File: src/rtl/clk_mon_pkg.sv
// Shared FSM state encoding and default parameters for the clock period monitor.
package clk_mon_pkg;

   typedef enum logic [1:0] {
      IDLE      = 2'd0,
      WAIT_RISE = 2'd1,
      MEAS_HIGH = 2'd2,
      MEAS_LOW  = 2'd3
   } mon_state_e;

   localparam int CNT_W_DEF      = 16;
   localparam int EXP_PERIOD_DEF = 10;
   localparam int EXP_HIGH_DEF   = 5;
   localparam int TOL_DEF        = 1;
   localparam int TIMEOUT_DEF    = 64;

endpackage

File: src/rtl/clk_mon_sync.sv
// Two-flop synchronizer plus one-flop edge detector for the monitored clock.
// Edge pulses appear combinationally from the registered level, 2-3 clk cycles after mon_in moves.
module clk_mon_sync (
   input  logic clk,
   input  logic rst,
   input  logic mon_in,
   output logic level,
   output logic rise_p,
   output logic fall_p
);

   logic meta_q;
   logic sync_q;
   logic prev_q;

   always_ff @(posedge clk) begin
      if (rst) begin
         meta_q <= 1'b0;
         sync_q <= 1'b0;
         prev_q <= 1'b0;
      end else begin
         meta_q <= mon_in;
         sync_q <= meta_q;
         prev_q <= sync_q;
      end
   end

   assign level  = sync_q;
   assign rise_p = sync_q & ~prev_q;
   assign fall_p = ~sync_q & prev_q;

endmodule

File: src/rtl/clk_period_monitor.sv
// Measures period/high time of an asynchronous clock, flags jitter, duty and stuck faults.
// Results and the meas_valid pulse register on the rise closing a period; CLK_MON_MAXJIT_EN adds max-jitter tracking.
module clk_period_monitor
   import clk_mon_pkg::*;
#(
   parameter int CNT_W      = CNT_W_DEF,
   parameter int EXP_PERIOD = EXP_PERIOD_DEF,
   parameter int EXP_HIGH   = EXP_HIGH_DEF,
   parameter int TOL        = TOL_DEF,
   parameter int TIMEOUT    = TIMEOUT_DEF
) (
   input  logic             clk,
   input  logic             rst,
   input  logic             enable,
   input  logic             mon_in,
   output logic             meas_valid,
   output logic [CNT_W-1:0] period,
   output logic [CNT_W-1:0] high_time,
   output logic [CNT_W-1:0] jitter,
   output logic             period_err,
   output logic             duty_err,
   output logic             stuck,
   output logic [CNT_W-1:0] max_jitter
);

   localparam logic [CNT_W-1:0] CNT_MAX   = '1;
   localparam logic [CNT_W-1:0] CNT_ONE   = CNT_W'(1);
   localparam logic [CNT_W-1:0] EXP_P_C   = CNT_W'(EXP_PERIOD);
   localparam logic [CNT_W-1:0] EXP_H_C   = CNT_W'(EXP_HIGH);
   localparam logic [CNT_W-1:0] TOL_C     = CNT_W'(TOL);
   localparam logic [CNT_W-1:0] TIMEOUT_C = CNT_W'(TIMEOUT);

   function automatic logic [CNT_W-1:0] sat_inc(input logic [CNT_W-1:0] v);
      return (v == CNT_MAX) ? v : v + CNT_ONE;
   endfunction

   function automatic logic [CNT_W-1:0] abs_diff(input logic [CNT_W-1:0] a,
                                                 input logic [CNT_W-1:0] b);
      return (a >= b) ? a - b : b - a;
   endfunction

   logic level_unused;
   logic rise_p;
   logic fall_p;

   clk_mon_sync u_sync (
      .clk    (clk),
      .rst    (rst),
      .mon_in (mon_in),
      .level  (level_unused),
      .rise_p (rise_p),
      .fall_p (fall_p)
   );

   mon_state_e       state_q;
   logic [CNT_W-1:0] cnt_q;
   logic [CNT_W-1:0] high_q;
   logic [CNT_W-1:0] period_q;
   logic [CNT_W-1:0] high_time_q;
   logic [CNT_W-1:0] jitter_q;
   logic             period_err_q;
   logic             duty_err_q;
   logic             stuck_q;
   logic             meas_valid_q;

   logic [CNT_W-1:0] cnt_inc;
   logic             timeout_hit;
   logic [CNT_W:0]   sum_w;
   logic [CNT_W-1:0] period_d;
   logic [CNT_W-1:0] jitter_d;
   logic [CNT_W-1:0] hdev_d;
   logic             meas_take;

   assign cnt_inc     = sat_inc(cnt_q);
   assign timeout_hit = (cnt_inc >= TIMEOUT_C);
   // One extra bit so the sum can be clamped instead of wrapping.
   assign sum_w       = {1'b0, high_q} + {1'b0, cnt_q};
   assign period_d    = sum_w[CNT_W] ? CNT_MAX : sum_w[CNT_W-1:0];
   assign jitter_d    = abs_diff(period_d, EXP_P_C);
   assign hdev_d      = abs_diff(high_q, EXP_H_C);
   assign meas_take   = enable && (state_q == MEAS_LOW) && rise_p;

   always_ff @(posedge clk) begin
      if (rst) begin
         state_q      <= IDLE;
         cnt_q        <= '0;
         high_q       <= '0;
         period_q     <= '0;
         high_time_q  <= '0;
         jitter_q     <= '0;
         period_err_q <= 1'b0;
         duty_err_q   <= 1'b0;
         stuck_q      <= 1'b0;
         meas_valid_q <= 1'b0;
      end else begin
         meas_valid_q <= 1'b0;
         if (!enable) begin
            state_q <= IDLE;
            cnt_q   <= '0;
         end else begin
            if (rise_p) stuck_q <= 1'b0;
            case (state_q)
               IDLE: state_q <= WAIT_RISE;
               WAIT_RISE: begin
                  if (rise_p) begin
                     state_q <= MEAS_HIGH;
                     cnt_q   <= CNT_ONE;
                  end
               end
               MEAS_HIGH: begin
                  if (fall_p) begin
                     high_q  <= cnt_q;
                     cnt_q   <= CNT_ONE;
                     state_q <= MEAS_LOW;
                  end else if (timeout_hit) begin
                     stuck_q <= 1'b1;
                     cnt_q   <= '0;
                     state_q <= WAIT_RISE;
                  end else begin
                     cnt_q <= cnt_inc;
                  end
               end
               MEAS_LOW: begin
                  if (rise_p) begin
                     period_q     <= period_d;
                     high_time_q  <= high_q;
                     jitter_q     <= jitter_d;
                     period_err_q <= (jitter_d > TOL_C);
                     duty_err_q   <= (hdev_d > TOL_C);
                     meas_valid_q <= 1'b1;
                     cnt_q        <= CNT_ONE;
                     state_q      <= MEAS_HIGH;
                  end else if (timeout_hit) begin
                     stuck_q <= 1'b1;
                     cnt_q   <= '0;
                     state_q <= WAIT_RISE;
                  end else begin
                     cnt_q <= cnt_inc;
                  end
               end
               default: state_q <= IDLE;
            endcase
         end
      end
   end

`ifdef CLK_MON_MAXJIT_EN
   logic [CNT_W-1:0] max_jit_q;

   always_ff @(posedge clk) begin
      if (rst) begin
         max_jit_q <= '0;
      end else if (meas_take && (jitter_d > max_jit_q)) begin
         max_jit_q <= jitter_d;
      end
   end

   assign max_jitter = max_jit_q;
`else
   assign max_jitter = '0;
`endif

   assign meas_valid = meas_valid_q;
   assign period     = period_q;
   assign high_time  = high_time_q;
   assign jitter     = jitter_q;
   assign period_err = period_err_q;
   assign duty_err   = duty_err_q;
   assign stuck      = stuck_q;

endmodule

File: config.mk
export PLATFORM = sky130hd
export DESIGN_NAME = clk_period_monitor
export DESIGN_NICKNAME = d
export VERILOG_FILES = /design/src/rtl/clk_mon_pkg.sv /design/src/rtl/clk_mon_sync.sv /design/src/rtl/clk_period_monitor.sv
export SDC_FILE = /design/constraint.sdc
export NUM_CORES = 1
export LEC_CHECK = 0
export CORE_ASPECT_RATIO = 0.6
export CORE_MARGIN = 2
export CORE_UTILIZATION = 60
export DETAILED_ROUTE_END_ITERATION = 10
export PLACE_DENSITY = 0.82
export SETUP_SLACK_MARGIN = 0.5
export SLEW_MARGIN = 20
export SYNTH_ARGS = -nofsm -noshare
export SYNTH_HDL_FRONTEND = slang
export SYNTH_SLANG_ARGS = --single-unit
File: constraint.sdc
create_clock -name clk -period 8.9 [get_ports clk]
set_input_delay 1.78 -clock clk [delete_from_list [all_inputs] [get_ports clk]]
set_output_delay 1.78 -clock clk [all_outputs]
set_load 0.005 [all_outputs]
### Yosys cells after proc, flatten, opt, wreduce, memory -nomap -nowiden

Index checks and enable logic that the tools add are counted.
W data, S select, Z words.

* logic and storage cells: 62
* output and inout bits: 68
* register bits after elaboration: 89
* input port bits: 4

* magnitude comparators: 5
* reductions and logical operators: 7
* bitwise operators: 6
* mux-type cells: 20
* equality and inequality tests: 5
* add/sub/neg operators: 6

Operators by type and width (count)
* $mux W16: 8
* $pmux W16 S3: 1
* $gt A16 B1 Y1 const B: 2
* $add A16 B16 Y17: 1
* $add A16 B1 Y16 const B: 1
* $eq A16 B16 Y1 const B: 1
* $ge A16 B3 Y1 const B: 1
* $ge A16 B4 Y1 const B: 1
* $ge A16 B7 Y1 const B: 1
* $sub A16 B3 Y16 const B: 1
* $sub A16 B4 Y16 const B: 1
* $sub A3 B16 Y16 const A: 1
* $sub A4 B16 Y16 const A: 1
* $mux W2: 4
* $pmux W2 S4: 1
* $reduce_and A3 Y1: 2
* $mux W1: 5
* $eq A2 B2 Y1 const B: 2
* $not A1 Y1: 4
* $reduce_bool A3 Y1: 1
* $reduce_or A3 Y1: 1
* $and A1 B1 Y1: 2
* $eq A2 B1 Y1 const B: 1
* $logic_not A2 Y1: 1
* 4 further kinds: 4

### Logic depth before layout (Yosys ltp)

Gate-level depths: netlist (run 1).

* depth in word-level cells: 6
* gate-level depth with buffers: 20
* mapped depth without buffers: 18

### By module

A second synthesis (run 1) with hierarchy kept.

* cells, all modules: 721
* area total of the unflattened synthesis: 5604.1 sq um

Modules (own cells, without submodules)
* clk_period_monitor: area an instance 5512.8 sq um, seq. area each 1701.6 sq um, cells an instance 713, instances 1
* clk_mon_sync: area an instance 91.3 sq um, seq. area each 60.1 sq um, cells an instance 8, instances 1

### Worst setup path after synthesis (run 1)

OpenSTA, ideal clock, no wires.

* path kind: reg2reg
* start point: register cnt_q[0]
* end point: register period_err_q (netlist: period_err)
* arrival time: 4.063 ns
* period minus slack after synthesis: 4.133 ns
* required time: 8.830 ns
* buffers on the path: 2
* setup slack: 4.767 ns
* stages on the path, launching flop included: 19
* setup time: 0.070 ns
* cells stage by stage: dfxtp_1 -> ha_1 -> fa_1 -> a211oi_1 -> o211ai_1 -> a31o_2 -> a2bb2oi_1 -> clkbuf_1 -> clkbuf_1 -> nor2_1 -> ha_1 -> nand2_1 -> or3_1 -> nand3_4 -> nor2_1 -> nor4b_1 -> xnor2_1 -> and4bb_1 -> a21oi_1

* cells in the longest elaborated chain, start to end: 5
* elaborated cells on any way between the ends: 7
* classes of those cells: add/sub (3); order compare (2); mux (2)

Ends and longest elaborated chain
* start, declared: RTL line clk_period_monitor.sv:56 `logic [CNT_W-1:0] cnt_q;`
* start signal, assigned: RTL line clk_period_monitor.sv:120 `cnt_q <= cnt_inc;`
* start signal, assigned: RTL line clk_period_monitor.sv:138 `cnt_q <= cnt_inc;`
* $add A16 B16 Y17 *: RTL line clk_period_monitor.sv:77 `assign sum_w = {1'b0, high_q} + {1'b0, cnt_q};`
* $mux W16 *: RTL line clk_period_monitor.sv:78 `assign period_d = sum_w[CNT_W] ? CNT_MAX : sum_w[CNT_W-1:0];`
* $sub A4 B16 Y16, or another cell as far along: RTL line clk_period_monitor.sv:39 `return (a >= b) ? a - b : b - a;`
* $mux W16 *: RTL line clk_period_monitor.sv:39
* $gt A16 B1 Y1 *: RTL line clk_period_monitor.sv:128 `period_err_q <= (jitter_d > TOL_C);`
* end signal, assigned: RTL line clk_period_monitor.sv:128
* end, declared: RTL line clk_period_monitor.sv:61 `logic period_err_q;`

Every way passes the cells marked *; elsewhere a longest branch is shown, timed or not.
A chain may end at the register's enable or synchronous reset.

### Final worst setup path (run 1)

* start point: register cnt_q[0]
* end point: register jitter_q[15] (netlist: jitter[15])

* cells in the longest elaborated chain, start to end: 4
* elaborated cells on any way between the ends: 6
* classes of those cells: add/sub (3); order compare (1); mux (2)

Ends and longest elaborated chain
* $add A16 B16 Y17 *: RTL line clk_period_monitor.sv:77
* $mux W16 *: RTL line clk_period_monitor.sv:78
* via period_d[1]: RTL line clk_period_monitor.sv:69 `logic [CNT_W-1:0] period_d;`
* $sub A4 B16 Y16, or another cell as far along: RTL line clk_period_monitor.sv:39
* $mux W16 *: RTL line clk_period_monitor.sv:39
* end signal, assigned: RTL line clk_period_monitor.sv:127 `jitter_q <= jitter_d;`
* end, declared: RTL line clk_period_monitor.sv:60 `logic [CNT_W-1:0] jitter_q;`

Mark *: on every way through the listed nets, which the timed path passes. The rest lies on a longest branch.

==> impl_metrics.json, run 1 <==
{
  "r2r_start": "cnt_q[0]",
  "cts_hold_buffers": 0,
  "final_common_cell": "nand2_1",
  "total_power_w": 0.000766,
  "synth_cells": 709,
  "htree_num_levels": 3,
  "wirelength_met1_mm": 7.16,
  "portBuffers": 55,
  "synth_seq_cells": 88,
  "ir_drop_mv": 0.0927,
  "dp_slack_ps": 4360,
  "cts_resized": 0,
  "crit_required_ps": 9100,
  "placed_cell_area_um2": 5960,
  "drive_above_1_share_pct": 5.61,
  "pwr-share-seq_pct": 51.6,
  "regArea_um2": 1760,
  "insertedDiodeCount": 0,
  "drc_errors": 0,
  "std_cell_rows": 26,
  "dieHeight_um": 77.8,
  "routabilityCongestion": 0.935,
  "critPathKind": "reg -> reg",
  "ys_types": 69,
  "synth_warnings": 0,
  "outcome": "completed",
  "vias_per_cell": 6.24,
  "clkPwrFrac_pct": 46.7,
  "grt_max_degree": 72,
  "yosysSeqAreaShare_pct": 32.4,
  "synth_edf_count": 0,
  "layout_common_cells": "nand2_1, dfxtp_1, nor2_1, a21oi_1, clkdlybuf4s50_1",
  "p_per_area_nw_per_um2": 123,
  "crit_fanout": 26,
  "fin_crit_sh_pct": 53.0,
  "area_growth_pct": 14.7,
  "path_clk_slew_ps": 70,
  "numCtsBuffers": 9,
  "min-delay-start": "u_sync.meta_q",
  "crit_slowest_cell": "fa_1",
  "nets": 776,
  "route.met2.wl_mm": 6.03,
  "wirelength_mm": 14.6,
  "fin_skew_ps": 5.13,
  "track_usage_pct": 29.8,
  "critPathMaxStageDelay_ps": 440,
  "rsz0062_at_grt": "false",
  "antenna_found_initial": 0,
  "core-area_um2": 8650,
  "nFillCells": 688,
  "clock_latency_ps": 350,
  "syn_avg_cell_area_um2": 7.67,
  "grt-ovfl-total": 0,
  "async_reset_ff_share_pct": 0,
  "final.setup.tns_ps": 0,
  "cts.path.max_buffers": 2,
  "multiInputGateArea_um2": 3440,
  "worst_pin_slew_ps": 932,
  "crit_arrival_ps": 4920,
  "clock_sinks": 88,
  "timing.fmax_ghz": 0.212,
  "p_int_w": 0.000588,
  "setup_violations": 0,
  "ys.flop_type": "dfxtp_1",
  "path_cells": "ha_1 > fa_1 > a211oi_1 > o211ai_1 > a31o_2 > a2bb2oi_2 > buf_4 > nor2_1 > inv_1 > ha_1 > nand2b_1 > a31oi_1 > and4_1 > nor3_1 > o21ba_2 > or3_1 > nand3_1 > a21oi_1",
  "maxSlewHeadroom_pct": 37.4,
  "firstDrtPassIters": 5,
  "path_common_cell": "ha_1",
  "io_pins": 72,
  "crit_path_start_kind": "flip-flop",
  "root_buffer": "clkbuf_16",
  "p_comb_share_pct": 1.7,
  "cap_violations": 0,
  "route.vias.total": 5365,
  "hold_viol_final": 0,
  "cp-startpoint": "cnt_q[0]",
  "p_leak_nw": 2.38,
  "start_util_pct": 62.9,
  "drv_slew": 0,
  "final_area_um2": 6240,
  "min_path_type": "reg -> reg",
  "period_needed_ps": 4720,
  "cts_tree": "built",
  "switchingPower_w": 0.000178,
  "ant_nets": 0,
  "drt_iter0_drc": 504,
  "routed.top_layer": "met4",
  "dp_hpwl_mm": 10.6,
  "die_x_um": 127,
  "post_cts_buffers": 0,
  "worst_setup_path_end_kind": "flip-flop",
  "grt_pass1_vias": 4729,
  "grt_pass1_wl_mm": 23.9,
  "r2r_setup_slack_ps": 4180,
  "wl_met3_mm": 1.32,
  "synth_area_um2": 5440,
  "swShare_pct": 23.2,
  "wl_per_cell_um": 17.0,
  "die_area_um2": 9870,
  "fin_ws_ps": 4180
}
[power by group through the flow]
| stage | clock network [W] | logic, W | registers (W) |
|---|---|---|---|
| finish | 0.000358 | 0.0000129 | 0.000395 |
| global route | 0.000376 | 0.0000142 | 0.000395 |
| CTS | 0.000362 | 0.0000125 | 0.000395 |
| detailed placement | 0 | 0.0000125 | 0.000404 |
| global placement | 0 | 0.0000122 | 0.000404 |
| floorplan | 0 | 0.0000143 | 0.000404 |
[synthesized netlist by cell type, drive strengths merged, types with 13 or more instances]
| master | instances | area, µm² |
|---|---|---|
| o21ai | 31 | 155 |
| dfxtp | 88 | 1760 |
| ha | 28 | 350 |
| and3 | 13 | 81.3 |
| inv | 13 | 48.8 |
| nor2 | 84 | 323 |
| and2 | 15 | 93.8 |
| nand3 | 15 | 87.6 |
| nor3 | 22 | 110 |
| xnor2 | 13 | 114 |
| nand2 | 106 | 398 |
| a21oi | 66 | 330 |
| clkbuf | 32 | 120 |
| a211oi | 28 | 223 |
| buf | 19 | 143 |
[metrics by stage]
step / utilization [%] / std cells / hold slack, ps
after detailed placement: 68.9 / 844 / 432
after global placement: 68.9 / 844 / 415
after CTS: 72.1 / 860 / 443
after floorplan: - / 724 / 414
final: 72.1 / 860 / 442
after global routing: 72.1 / 860 / 466
[worst paths after layout]
check	to	cells past startpoint
max	jitter[15]	18
min	u_sync.level	1
max reg2reg	jitter[15]	18
min reg2reg	u_sync.level	1
[state kept, by name, indices dropped and copies added, names as in the netlist]
| name | count |
|---|---|
| u_sync.prev_q | 1 |
| period_err | 1 |
| cnt_q | 16 |
| jitter | 15 |
| u_sync.meta_q | 1 |
| state_q | 2 |
| stuck | 1 |
| high_time | 16 |
| high_q | 16 |
| u_sync.level | 1 |
| period | 16 |
| duty_err | 1 |
| meas_valid | 1 |
[critical path: cells and delay by family (launching register included)]
| family | cells | cell delay (ps) |
|---|---|---|
| AOI/OAI and AO/OA | 7 | 1440 |
| and+or+nand+nor | 6 | 1380 |
| adders and majority gates | 3 | 950 |
| buffers and inverters | 2 | 400 |
| DFF | 1 | 380 |
[layer usage]
metal | global-route usage [%] | vias to the layer above
met5 | 0 | -
met4 | 5.71 | 0
met3 | 7.93 | 15
met2 | 43.7 | 260
met1 | 44.0 | 2528
li1 | - | 2562
[cell type report]
type,count,area share [%]
inverters,13,0.782
multi-input cells,572,55.1
repair buffers,59,9.23
clock buffers,10,3.67
well taps,112,2.25
clock inverters,6,0.702
flip-flops and latches,88,28.2
[cell families (layout without fill, tap and decap cells)]
kind of cell / Yosys count / in the layout / synth area share (%)
compound gates: 187 / 187 / 22.5
flops: 88 / 88 / 32.4
xor+xnor: 21 / 21 / 3.38
buf+inv: 64 / 88 / 5.73
other cells: 1 / 16 / 0.0689
fa+ha+maj: 29 / 29 / 6.81
mux: 7 / 7 / 1.38
simple gates: 312 / 312 / 27.8
Note: power is estimated with default switching activity, not from simulation.
==> run 2: changes to the inputs <==
--- a/config.mk
+++ b/config.mk
@@ -7,9 +7,9 @@
 export LEC_CHECK = 0
 export CORE_ASPECT_RATIO = 0.6
 export CORE_MARGIN = 2
-export CORE_UTILIZATION = 60
+export CORE_UTILIZATION = 51
 export DETAILED_ROUTE_END_ITERATION = 10
-export PLACE_DENSITY = 0.82
+export PLACE_DENSITY = 0.74
 export SETUP_SLACK_MARGIN = 0.5
 export SLEW_MARGIN = 20
 export SYNTH_ARGS = -nofsm -noshare
==> constraint.sdc (replaced) <==
create_clock -name clk -period 3.94 [get_ports clk]
set_input_delay 0.788 -clock clk [delete_from_list [all_inputs] [get_ports clk]]
set_output_delay 0.788 -clock clk [all_outputs]
set_load 0.005 [all_outputs]
==> impl_metrics.json, run 2 (synthesis results as in run 1) <==
{
  "crit_path_start_kind": "flip-flop",
  "dieHeight_um": 84.0,
  "track_usage_pct": 29.6,
  "cts.path.max_buffers": 2,
  "worst_pin_slew_ps": 998,
  "worst_setup_path_end_kind": "flip-flop",
  "layout_common_cells": "nand2_1, dfxtp_1, nor2_1, buf_4, a21oi_1",
  "start_util_pct": 51.9,
  "hold_viol_final": 0,
  "utilization_pct": 68.5,
  "vias_per_cell": 5.96,
  "die_x_um": 137,
  "crit_required_ps": 4170,
  "antenna_found_initial": 0,
  "firstDrtPassIters": 7,
  "crit_arrival_ps": 4200,
  "grt_pass1_wl_mm": 26.8,
  "dp_hpwl_mm": 12.2,
  "cts_hold_buffers": 0,
  "violations": "negative setup slack",
  "portBuffers": 55,
  "period_needed_ps": 3970,
  "std_cell_rows": 29,
  "routabilityCongestion": 0.983,
  "fin_skew_ps": 6.27,
  "maxSlewHeadroom_pct": 32.9,
  "core-area_um2": 10500,
  "path_common_cell": "buf_6",
  "htree_num_levels": 3,
  "crit_fanout": 7,
  "nFillCells": 825,
  "nets": 847,
  "drive_above_1_share_pct": 19.0,
  "final_cells": 958,
  "ir_drop_mv": 0.201,
  "critPathKind": "reg -> reg",
  "min_path_type": "reg -> reg",
  "crit_slowest_cell": "fa_2",
  "cap_violations": 0,
  "grt-ovfl-total": 0,
  "setup_violations": 1,
  "placed_cells": 922,
  "path_clk_slew_ps": 70,
  "grt_pass1_vias": 5185,
  "root_buffer": "clkbuf_16",
  "cts_tree": "built",
  "area_growth_pct": 32.2,
  "grt_max_degree": 71,
  "insertedDiodeCount": 0,
  "wirelength_mm": 17.3,
  "multiInputGateArea_um2": 3770,
  "io_pins": 72,
  "path_cells": "ha_4 > fa_2 > a211oi_4 > o211ai_1 > a31o_2 > buf_6 > mux2_4 > a2111oi_4 > buf_4 > nand3_4 > nor2_4 > buf_6 > mux2i_1 > nor4_1 > and4bb_1 > a21oi_1",
  "regArea_um2": 1770,
  "fin_crit_sh_pct": 101,
  "p_leak_nw": 2.87,
  "clock_latency_ps": 350,
  "numCtsBuffers": 9,
  "ant_nets": 0,
  "critPathMaxStageDelay_ps": 400,
  "route.vias.total": 5712,
  "wl_per_cell_um": 18.1,
  "outcome": "finished with violations",
  "timing.fmax_ghz": 0.252,
  "rsz0062_at_grt": "true",
  "clock_sinks": 88,
  "drc_errors": 0,
  "fin_ws_ps": -26.5,
  "drt_iter0_drc": 619,
  "die_area_um2": 11500,
  "final.setup.tns_ps": -26.5,
  "total_power_w": 0.00174,
  "p_per_area_nw_per_um2": 242,
  "final_common_cell": "nand2_1",
  "drv_slew": 0
}
==> run 2: worst max-delay path: cells and delay by family (launching register included) <==
| family | cells | cell delay, ps |
|---|---|---|
| DFF | 1 | 360 |
| AOI/OAI and AO/OA | 5 | 1100 |
| muxes | 2 | 410 |
| buffers and inverters | 3 | 460 |
| adders and majority gates | 2 | 560 |
| and+or+nand+nor | 4 | 950 |
==> run 2: path summary, 6_finish.rpt <==
path,endpoint,slack [ps],depth (start not counted),start
hold reg to reg,u_sync.level,450,1,u_sync.meta_q
hold / removal,u_sync.level,450,1,u_sync.meta_q
setup / recovery,period_err,-30,16,cnt_q[0]
setup reg to reg,period_err,-30,16,cnt_q[0]
==> run 2: metal layers <==
| metal | global-route usage [%] | part of all wire [%] | vias up |
|---|---|---|---|
| li1 | - | - | 2701 |
| met1 | 44.2 | 48 | 2706 |
| met2 | 41.1 | 41 | 282 |
| met3 | 9.59 | 10 | 23 |
| met4 | 6.19 | 0.99 | 0 |
| met5 | 0 | 0 | - |
==> run 2: layout make-up <==
type	count	area share, %
Clock buffer	10	3.19
Clock inverter	6	0.696
Inverter	13	0.679
Multi-Input combinational cell	572	52.5
Sequential cell	88	24.6
Tap cell	139	2.42
Timing Repair Buffer	130	15.9
==> run 2: report_power, final <==
group / internal (W) / switching, W / leakage, nW / total [W]
combinational: 0.00000746 / 0.0000231 / 2.02 / 0.0000306
sequential: 0.000890 / 0.00000147 / 0.711 / 0.000891
clock: 0.000438 / 0.000383 / 0.136 / 0.000821
total: 0.00134 / 0.000408 / 2.87 / 0.00174
==> run 2: per-stage QoR <==
step / cell area (µm²) / hold WS [ps] / setup slack (ps)
finish: 7190 / 449 / -26.5
global route: 7190 / 468 / -129
CTS: 7010 / 456 / 182
detailed placement: 6460 / 433 / -94.3
global placement: 6460 / 442 / 91.2
floorplan: 5590 / 414 / 198
==> run 2: repair_timing <==
item | CTS | global route
hold endpoints to repair | 0 | 0
cloned | 0 | 0
setup endpoints to repair | 16 | 16
pin swaps | 28 | 18
buffers inserted | 15 | 5
gates resized for setup | 35 | 30
==> run 3: changes to the inputs <==
--- a/config.mk
+++ b/config.mk
@@ -7,9 +7,9 @@
 export LEC_CHECK = 0
 export CORE_ASPECT_RATIO = 0.6
 export CORE_MARGIN = 2
-export CORE_UTILIZATION = 51
+export CORE_UTILIZATION = 60
 export DETAILED_ROUTE_END_ITERATION = 10
-export PLACE_DENSITY = 0.74
+export PLACE_DENSITY = 0.82
 export SETUP_SLACK_MARGIN = 0.5
 export SLEW_MARGIN = 20
 export SYNTH_ARGS = -nofsm -noshare
==> constraint.sdc (replaced) <==
create_clock -name clk -period 4.6 [get_ports clk]
set_input_delay 0.92 -clock clk [delete_from_list [all_inputs] [get_ports clk]]
set_output_delay 0.92 -clock clk [all_outputs]
set_load 0.005 [all_outputs]
==> impl_metrics.json, run 3 (synthesis results as in run 1) <==
{
  "p_leak_nw": 2.49,
  "p_per_area_nw_per_um2": 238,
  "period_needed_ps": 4050,
  "std_cell_rows": 26,
  "core-area_um2": 8650,
  "drc_errors": 0,
  "dp_hpwl_mm": 11.5,
  "root_buffer": "clkbuf_16",
  "crit_required_ps": 4800,
  "total_power_w": 0.00155,
  "portBuffers": 55,
  "r2r-end": "jitter[15]",
  "io_pins": 72,
  "final_area_um2": 6520,
  "final_common_cell": "nand2_1",
  "rsz0062_at_grt": "false",
  "layout_common_cells": "nand2_1, dfxtp_1, nor2_1, a21oi_1, clkdlybuf4s50_1",
  "cts.path.max_buffers": 2,
  "maxSlewHeadroom_pct": 36.3,
  "crit_path_start_kind": "flip-flop",
  "vias_per_cell": 6.41,
  "min_to": "high_time[11]",
  "htree_num_levels": 3,
  "clock_sinks": 88,
  "nFillCells": 638,
  "crit_slowest_cell": "fa_2",
  "min-delay-start": "high_time[11]",
  "die_area_um2": 9870,
  "path_clk_slew_ps": 70,
  "start_util_pct": 62.9,
  "drive_above_1_share_pct": 10.8,
  "crit_fanout": 7,
  "critPathMaxStageDelay_ps": 420,
  "cap_violations": 0,
  "grt_max_degree": 71,
  "placed_cell_area_um2": 5980,
  "wirelength_mm": 16.0,
  "hold_viol_final": 0,
  "dieHeight_um": 77.8,
  "setup_violations": 0,
  "insertedDiodeCount": 0,
  "firstDrtPassIters": 5,
  "ir_drop_mv": 0.207,
  "fin_skew_ps": 10.8,
  "dp_slack_ps": 264,
  "outcome": "completed",
  "grt_pass1_wl_mm": 25.2,
  "die_x_um": 127,
  "r2r_start": "cnt_q[0]",
  "routabilityCongestion": 0.998,
  "clock_latency_ps": 360,
  "wl_per_cell_um": 18.4,
  "ff2ff_path_depth": 17,
  "fin_ws_ps": 548,
  "worst_setup_path_end_kind": "flip-flop",
  "critPathKind": "reg -> reg",
  "worst_pin_slew_ps": 949,
  "nets": 788,
  "crit_arrival_ps": 4250,
  "ant_nets": 0,
  "cts_hold_buffers": 0,
  "grt-ovfl-total": 0,
  "track_usage_pct": 32.1,
  "drt_iter0_drc": 698,
  "path_cells": "ha_2 > fa_2 > a211oi_4 > o211ai_1 > a31o_2 > a2bb2oi_4 > nor2_4 > inv_1 > ha_1 > nand2b_1 > a31oi_2 > and4_1 > nor3_2 > o21ba_2 > or3_1 > nand3_1 > a21oi_1",
  "r2r_setup_slack_ps": 550,
  "antenna_found_initial": 0,
  "fin_crit_sh_pct": 88.1,
  "route.vias.total": 5591,
  "timing.fmax_ghz": 0.247,
  "cts_tree": "built",
  "final.setup.tns_ps": 0,
  "grt_pass1_vias": 4868,
  "min_path_type": "reg -> reg",
  "holdPathStages": 2,
  "numCtsBuffers": 9,
  "area_growth_pct": 19.9,
  "drv_slew": 0
}
-- run 3: cell count changes in the layout (fill, tap and decap cells not counted), sizes merged --
cell,before,now
inv,17,14
buf,76,17
clkinvlp,1,2
bufinv,0,1
clkbuf,10,11
-- run 3: power by group --
| part | switching, W | internal [W] |
|---|---|---|
| Combinational | 0.0000197 | 0.00000577 |
| Sequential | 0.00000139 | 0.000763 |
| Clock | 0.000319 | 0.000441 |
-- run 3: worst max-delay path by stage --
stage / startpoint / end / slack (ps) / cells after the start
2_1_floorplan: cnt_q[0] / period_err / 540 / 18
3_3_place_gp: cnt_q[0] / period_err / 580 / 16
3_5_place_dp: cnt_q[0] / period_err / 260 / 17
4_1_cts: cnt_q[0] / jitter[15] / 510 / 17
5_1_grt: cnt_q[0] / jitter[15] / 430 / 17
6_report: cnt_q[0] / jitter[15] / 550 / 17
-- run 3: stage by stage --
step | std cells | utilization [%] | hold WS, ps
6_report | 872 | 75.3 | 454
5_1_grt | 872 | 75.3 | 473
4_1_cts | 863 | 73.2 | 457
3_5_place_dp | 846 | 69.1 | 448
3_3_place_gp | 846 | 69.1 | 418
2_1_floorplan | 724 | - | 414
-- run 3: metal layers --
metal | GRT usage (%) | up-vias | share of wire (%)
met5 | 0 | - | 0
met3 | 10.3 | 42 | 13
met2 | 44.7 | 380 | 42
met4 | 9.01 | 0 | 1.6
li1 | - | 2589 | -
met1 | 47.0 | 2580 | 43
-- run 3: critical path, delay by kind of cell, from the launching register on --
| kind | cells | cell delay (ps) |
|---|---|---|
| flip-flops | 1 | 350 |
| buffers and inverters | 1 | 120 |
| AO/OA/AOI/OAI | 7 | 1340 |
| AND/OR/NAND/NOR | 6 | 1210 |
| adder cells (fa/ha/maj) | 3 | 880 |
-- run 3: what timing repair did --
item                       in CTS  in global routing
gates resized for setup         7                 29
pin swaps                       1                  9
buffers inserted                1                  9
setup endpoints to repair       6                 10
-- run 3: layout make-up --
cell class	instances	area [µm²]	area share, %
Sequential cell	88	1770	27.1
Clock inverter	5	65.1	0.998
Multi-Input combinational cell	572	3590	55.0
Timing Repair Buffer	71	666	10.2
Clock buffer	11	243	3.72
Tap cell	112	140	2.15
Inverter	13	48.8	0.749
